===== src/rtl/cp0_exc_seq.sv =====
// Exception/ERET sequencer driving the single CP0 read/write port.
// Runs Status RMW plus EPC write/read, then flushes and redirects.
module cp0_exc_seq #(
    parameter logic [31:0] EXC_VECTOR  = 32'hBFC0_0380,
    parameter logic [4:0]  STATUS_ADDR = 5'd12,
    parameter logic [4:0]  EPC_ADDR    = 5'd14
) (
    input  logic        clk,
    input  logic        rst,
    input  logic        exc_req,
    input  logic        exc_eret,
    input  logic [31:0] exc_pc,
    input  logic        exc_delayslot,
    output logic        busy,
    output logic        flush,
    output logic        exc_ack,
    output logic        redirect_valid,
    output logic [31:0] redirect_pc,
    output logic [4:0]  cp0_read_addr,
    input  logic [31:0] cp0_read_data,
    output logic        cp0_write_en,
    output logic [4:0]  cp0_write_addr,
    output logic [31:0] cp0_write_data
);

    typedef enum logic [2:0] {
        IDLE,
        STAT_RD,
        STAT_WR,
        EPC_WR,
        EPC_RD,
        DONE
    } state_t;

    state_t      state;
    logic        eret_q;
    logic        exl_q;
    logic [31:0] epc_val_q;

    // Sequencer: outputs are loaded on the edge entering the state
    // in which they must be visible, so every output is a flop.
    always_ff @(posedge clk) begin
        if (rst) begin
            state          <= IDLE;
            eret_q         <= 1'b0;
            exl_q          <= 1'b0;
            epc_val_q      <= 32'd0;
            busy           <= 1'b0;
            flush          <= 1'b0;
            exc_ack        <= 1'b0;
            redirect_valid <= 1'b0;
            redirect_pc    <= 32'd0;
            cp0_read_addr  <= 5'd0;
            cp0_write_en   <= 1'b0;
            cp0_write_addr <= 5'd0;
            cp0_write_data <= 32'd0;
        end else begin
            exc_ack        <= 1'b0;
            redirect_valid <= 1'b0;
            redirect_pc    <= 32'd0;
            cp0_read_addr  <= 5'd0;
            cp0_write_en   <= 1'b0;
            cp0_write_addr <= 5'd0;
            cp0_write_data <= 32'd0;
            unique case (state)
                IDLE: begin
                    if (exc_req) begin
                        state         <= STAT_RD;
                        busy          <= 1'b1;
                        flush         <= 1'b1;
                        cp0_read_addr <= STATUS_ADDR;
                        eret_q        <= exc_eret;
                        epc_val_q     <= exc_delayslot ?
                                         exc_pc - 32'd4 : exc_pc;
                    end
                end
                STAT_RD: begin
                    state          <= STAT_WR;
                    exl_q          <= cp0_read_data[1];
                    cp0_write_en   <= 1'b1;
                    cp0_write_addr <= STATUS_ADDR;
                    cp0_write_data <= eret_q ?
                                      (cp0_read_data & ~32'h2) :
                                      (cp0_read_data | 32'h2);
                end
                STAT_WR: begin
                    if (eret_q) begin
                        state         <= EPC_RD;
                        cp0_read_addr <= EPC_ADDR;
                    end else if (exl_q) begin
                        // Nested: keep the original EPC.
                        state          <= DONE;
                        exc_ack        <= 1'b1;
                        redirect_valid <= 1'b1;
                        redirect_pc    <= EXC_VECTOR;
                    end else begin
                        state          <= EPC_WR;
                        cp0_write_en   <= 1'b1;
                        cp0_write_addr <= EPC_ADDR;
                        cp0_write_data <= epc_val_q;
                    end
                end
                EPC_WR: begin
                    state          <= DONE;
                    exc_ack        <= 1'b1;
                    redirect_valid <= 1'b1;
                    redirect_pc    <= EXC_VECTOR;
                end
                EPC_RD: begin
                    state          <= DONE;
                    exc_ack        <= 1'b1;
                    redirect_valid <= 1'b1;
                    redirect_pc    <= cp0_read_data;
                end
                DONE: begin
                    state <= IDLE;
                    busy  <= 1'b0;
                    flush <= 1'b0;
                end
                default: begin
                    state <= IDLE;
                    busy  <= 1'b0;
                    flush <= 1'b0;
                end
            endcase
        end
    end

endmodule


===== config.mk =====
export PLATFORM = sky130hd
export DESIGN_NAME = cp0_exc_seq
export DESIGN_NICKNAME = d
export VERILOG_FILES = /design/src/rtl/cp0_exc_seq.sv
export SDC_FILE = /design/constraint.sdc
export NUM_CORES = 1
export LEC_CHECK = 0
export BUFFER_PORTS_ARGS = -buffer_cell sky130_fd_sc_hd__clkbuf_2
export CORE_ASPECT_RATIO = 1.2
export CORE_MARGIN = 10
export CORE_UTILIZATION = 53
export DETAILED_ROUTE_END_ITERATION = 6
export GPL_TIMING_DRIVEN = 0
export PLACE_DENSITY = 0.88
export REMOVE_ABC_BUFFERS = 1
export SLEW_MARGIN = 10
export SYNTH_ARGS = -nofsm -noshare
export SYNTH_HDL_FRONTEND = slang
export SYNTH_SLANG_ARGS = --single-unit

===== constraint.sdc =====
create_clock -name clk -period 4.03 [get_ports clk]
set_clock_uncertainty 0.15 [all_clocks]
set_input_delay 1.0075 -clock clk [delete_from_list [all_inputs] [get_ports clk]]
set_output_delay 1.0075 -clock clk [all_outputs]
set_load 0.03 [all_outputs]

==> summary.md <==
| Metric | Value |
|---|---|
| Fmax | `341.7 MHz` |
| Hold Crit Class | `register to register` |
| PostCTS Resize Cnt | `0` |
| Total CTS buffers | `9` |
| Final #Nets | `644` |
| Grt total ovfl | `0` |
| Reg power frac | `0.530` |
| P_leak | `2.103 nW` |
| Clk pwr share | `0.279` |
| Vias per inst | `5.416` |
| Final wirelength | `11410 um` |
| Pin count of the biggest net entering global routing | `47` |
| VDD IR-drop max | `0.0001992 V` |
| Flops & latches, synth | `107` |
| Mapped cell area | `0.004260 mm2` |
| Rel. slew slack | `0.1985` |
| Initial antenna violation count | `0` |
| DRT Pass-1 Iters | `4` |
| Vias in the first global route | `3607` |
| Crit path time final | `2.927 ns` |
| CTS tree | `yes` |
| CP Max Fanout | `46` |
| Longest Clk Path Bufs | `2` |
| RD Place Congestion | `0.8039` |
| Main synth FF type | `dfxtp_1` |
| Startpoint types | `input port` |
| RSZ-0062 raised after global routing | `no` |
| MaxCap Viol Count | `0` |
| DRC Markers | `0` |
| Largest family of logic cells by synthesized area | `simple AND/OR/NAND/NOR gates` |
| Yosys warns | `0` |
| Internal | `1.511 mW` |
| Final setup fails | `0` |
| Initial core utilization | `0.5496` |
| Post-synthesis mux area share | `0.004699` |
| Routed via count | `3634` |
| DRT iter0 DRCs | `176` |
| Cells after Synth | `452` |
| Power per cell area | `429.5 mW/mm2` |
| Core Region | `0.007751 mm2` |
| Worst EP arrival | `2.98 ns` |
| Status | `finished clean` |
| Psw | `695.9 uW` |
| Design Power | `2.207 mW` |
| WHS | `0.3105 ns` |
| Layout area overhead | `20.65%` |
| Max Slew Vio Count | `0` |
| Most common cell after layout, fill and taps aside | `clkbuf_2` |
| Sw Share | `0.3153` |
| Area share of and/or/nand/nor cells after synthesis | `0.2326` |
| # Post-CTS Setup Buffers | `0` |
| Syn Area/Cell | `9.426 um2` |
| CP required | `4.09 ns` |
| CTS Sinks | `107` |
| Final worst slack | `1.103 ns` |
| Least-Margin Pin Slew | `1.202 ns` |
| CTS H-tree lvls | `3` |
| First-pass GRT wire length | `18130 um` |
| Logic pwr share | `0.191` |
| Compound-Gate Fraction of Synth Area | `0.1436` |
| Period utilization | `0.7263` |
| Crit path kind | `input port to register` |
| I/O pins | `148` |
| Fraction of layout cells with a size suffix above 1 | `0.3282` |
| Hold_buf cts | `0` |
| Fraction of registers with async set/reset | `0` |
| Final Hold Fails | `0` |
| Pre-CTS setup slack | `0.7184 ns` |
| Number of port buffers | `143` |
| ANT nets after route | `0` |
| Post-Synth XOR/XNOR Area | `0.05756` |
| Routed len/inst | `17.01 um` |
| Worst skew pair latency | `0.37 ns` |
| Post-synthesis cell type count | `40` |
| Critical Path Sink Type | `register` |
| Seq/Total Area, Yosys | `0.5028` |
| Total track usage | `0.1878` |
| Rows | `35` |
| Root Buffer | `clkbuf_8` |
| Clock Pin Slew Worst Setup and Hold Paths | `0.10 ns` |
| Post-Synth Adder-Cell Area | `0.002937` |
| Die area | `0.01204 mm2` |
| Commonest non-fill, non-tap cells in the layout | `clkbuf_2, dfxtp_1, nor2_1` |
| DP HPWL | `8450 um` |
| Die Y | `118.2 um` |
| N_diodes | `0` |
| Die X | `101.8 um` |
| Post-synth EDFFs | `0` |
-- worst paths after layout --
check	slack [ns]	end	from	cells after the start
hold / removal	0.31	epc_val_q[3]	epc_val_q[3]	2
hold reg to reg	0.31	epc_val_q[3]	epc_val_q[3]	2
setup / recovery	1.10	cp0_write_data[27]	rst	3
setup reg to reg	1.50	epc_val_q[14]	state[2]	7
-- routing by layer --
metal	track usage	vias up	wire, um
met1	0.2006	1680	4219
met5	0	-	0
li1	-	1806	-
met4	0.09717	0	398
met2	0.3266	121	5931
met3	0.05128	27	863
-- power by group through the flow --
stage | sequential, mW | combinational, mW | clock, mW
global placement | 1.19 | 0.408 | 0
CTS | 1.17 | 0.419 | 0.623
detailed placement | 1.20 | 0.416 | 0
floorplan | 1.24 | 0.221 | 0
global route | 1.18 | 0.461 | 0.668
finish | 1.17 | 0.421 | 0.616
-- layout make-up --
type	instances	area, um2
clock inverter	7	61.31
tap	92	115.1
clock buffer	9	123.9
multi-input combinational	303	1911
sequential	107	2142
timing repair buffer	151	779.5
fill	598	2611
inverter	2	7.507
-- critical path: stages --
cell,delay (ns)
clkbuf_2,0.75
or3_1,1.02
nor2_1,0.15
-- Yosys cell counts (2+ instances only) --
| cell type | instances | share of area |
|---|---|---|
| or4_4 | 4 | 0.011 |
| xor2_1 | 8 | 0.016 |
| nor2_1 | 72 | 0.063 |
| a22oi_1 | 31 | 0.055 |
| and2_1 | 22 | 0.032 |
| a211oi_2 | 6 | 0.018 |
| or3_1 | 7 | 0.010 |
| mux2i_1 | 2 | 0.0047 |
| a21oi_1 | 21 | 0.025 |
| nor4_1 | 8 | 0.012 |
| o21ai_0 | 2 | 0.0023 |
| clkbuf_1 | 31 | 0.027 |
| nand3b_1 | 2 | 0.0035 |
| nand2_1 | 27 | 0.024 |
| nor4_2 | 4 | 0.012 |
| or4_1 | 2 | 0.0035 |
| nor4b_1 | 2 | 0.0041 |
| nand2b_1 | 5 | 0.0073 |
| a211oi_1 | 21 | 0.037 |
| nor3_1 | 12 | 0.014 |
| nor3b_1 | 2 | 0.0035 |
| dfxtp_1 | 107 | 0.50 |
| inv_1 | 2 | 0.0018 |
| nand3_1 | 2 | 0.0023 |
| nor2b_1 | 4 | 0.0059 |
| xnor2_1 | 20 | 0.041 |
| buf_6 | 2 | 0.0053 |
| nor4_4 | 3 | 0.015 |
| nand4_1 | 2 | 0.0029 |
| buf_4 | 9 | 0.016 |
-- per-stage QoR --
step                      TNS, ns    util  instances  cell area, um2
after floorplan            -93.84       -        412            4045
after global placement    -168.64  0.6291        647            4876
after detailed placement        0  0.6391        655            4954
after CTS                       0  0.6630        671            5139
after global routing            0  0.6631        671            5140
final                           0  0.6631        671            5140
-- registers in the layout (all words and copies together), names as in the netlist --
register / flops
cp0_write_addr: 2
redirect_pc: 32
exl_q: 1
flush: 1
state: 3
redirect_valid: 1
cp0_read_addr: 2
epc_val_q: 32
eret_q: 1
cp0_write_data: 32
-- kinds of logic (layout without fill, tap and decap cells) --
family                     Yosys count  count (layout)
and+or+nand+nor                    183             183
DFF                                107             107
AOI/OAI and AO/OA                   85              85
buffers and inverters               45             169
xor gates and xnor gates            28              28
muxes                                2               2
adders and majority gates            1               1
other                                1               4
Power figures use the tool's default switching activity.
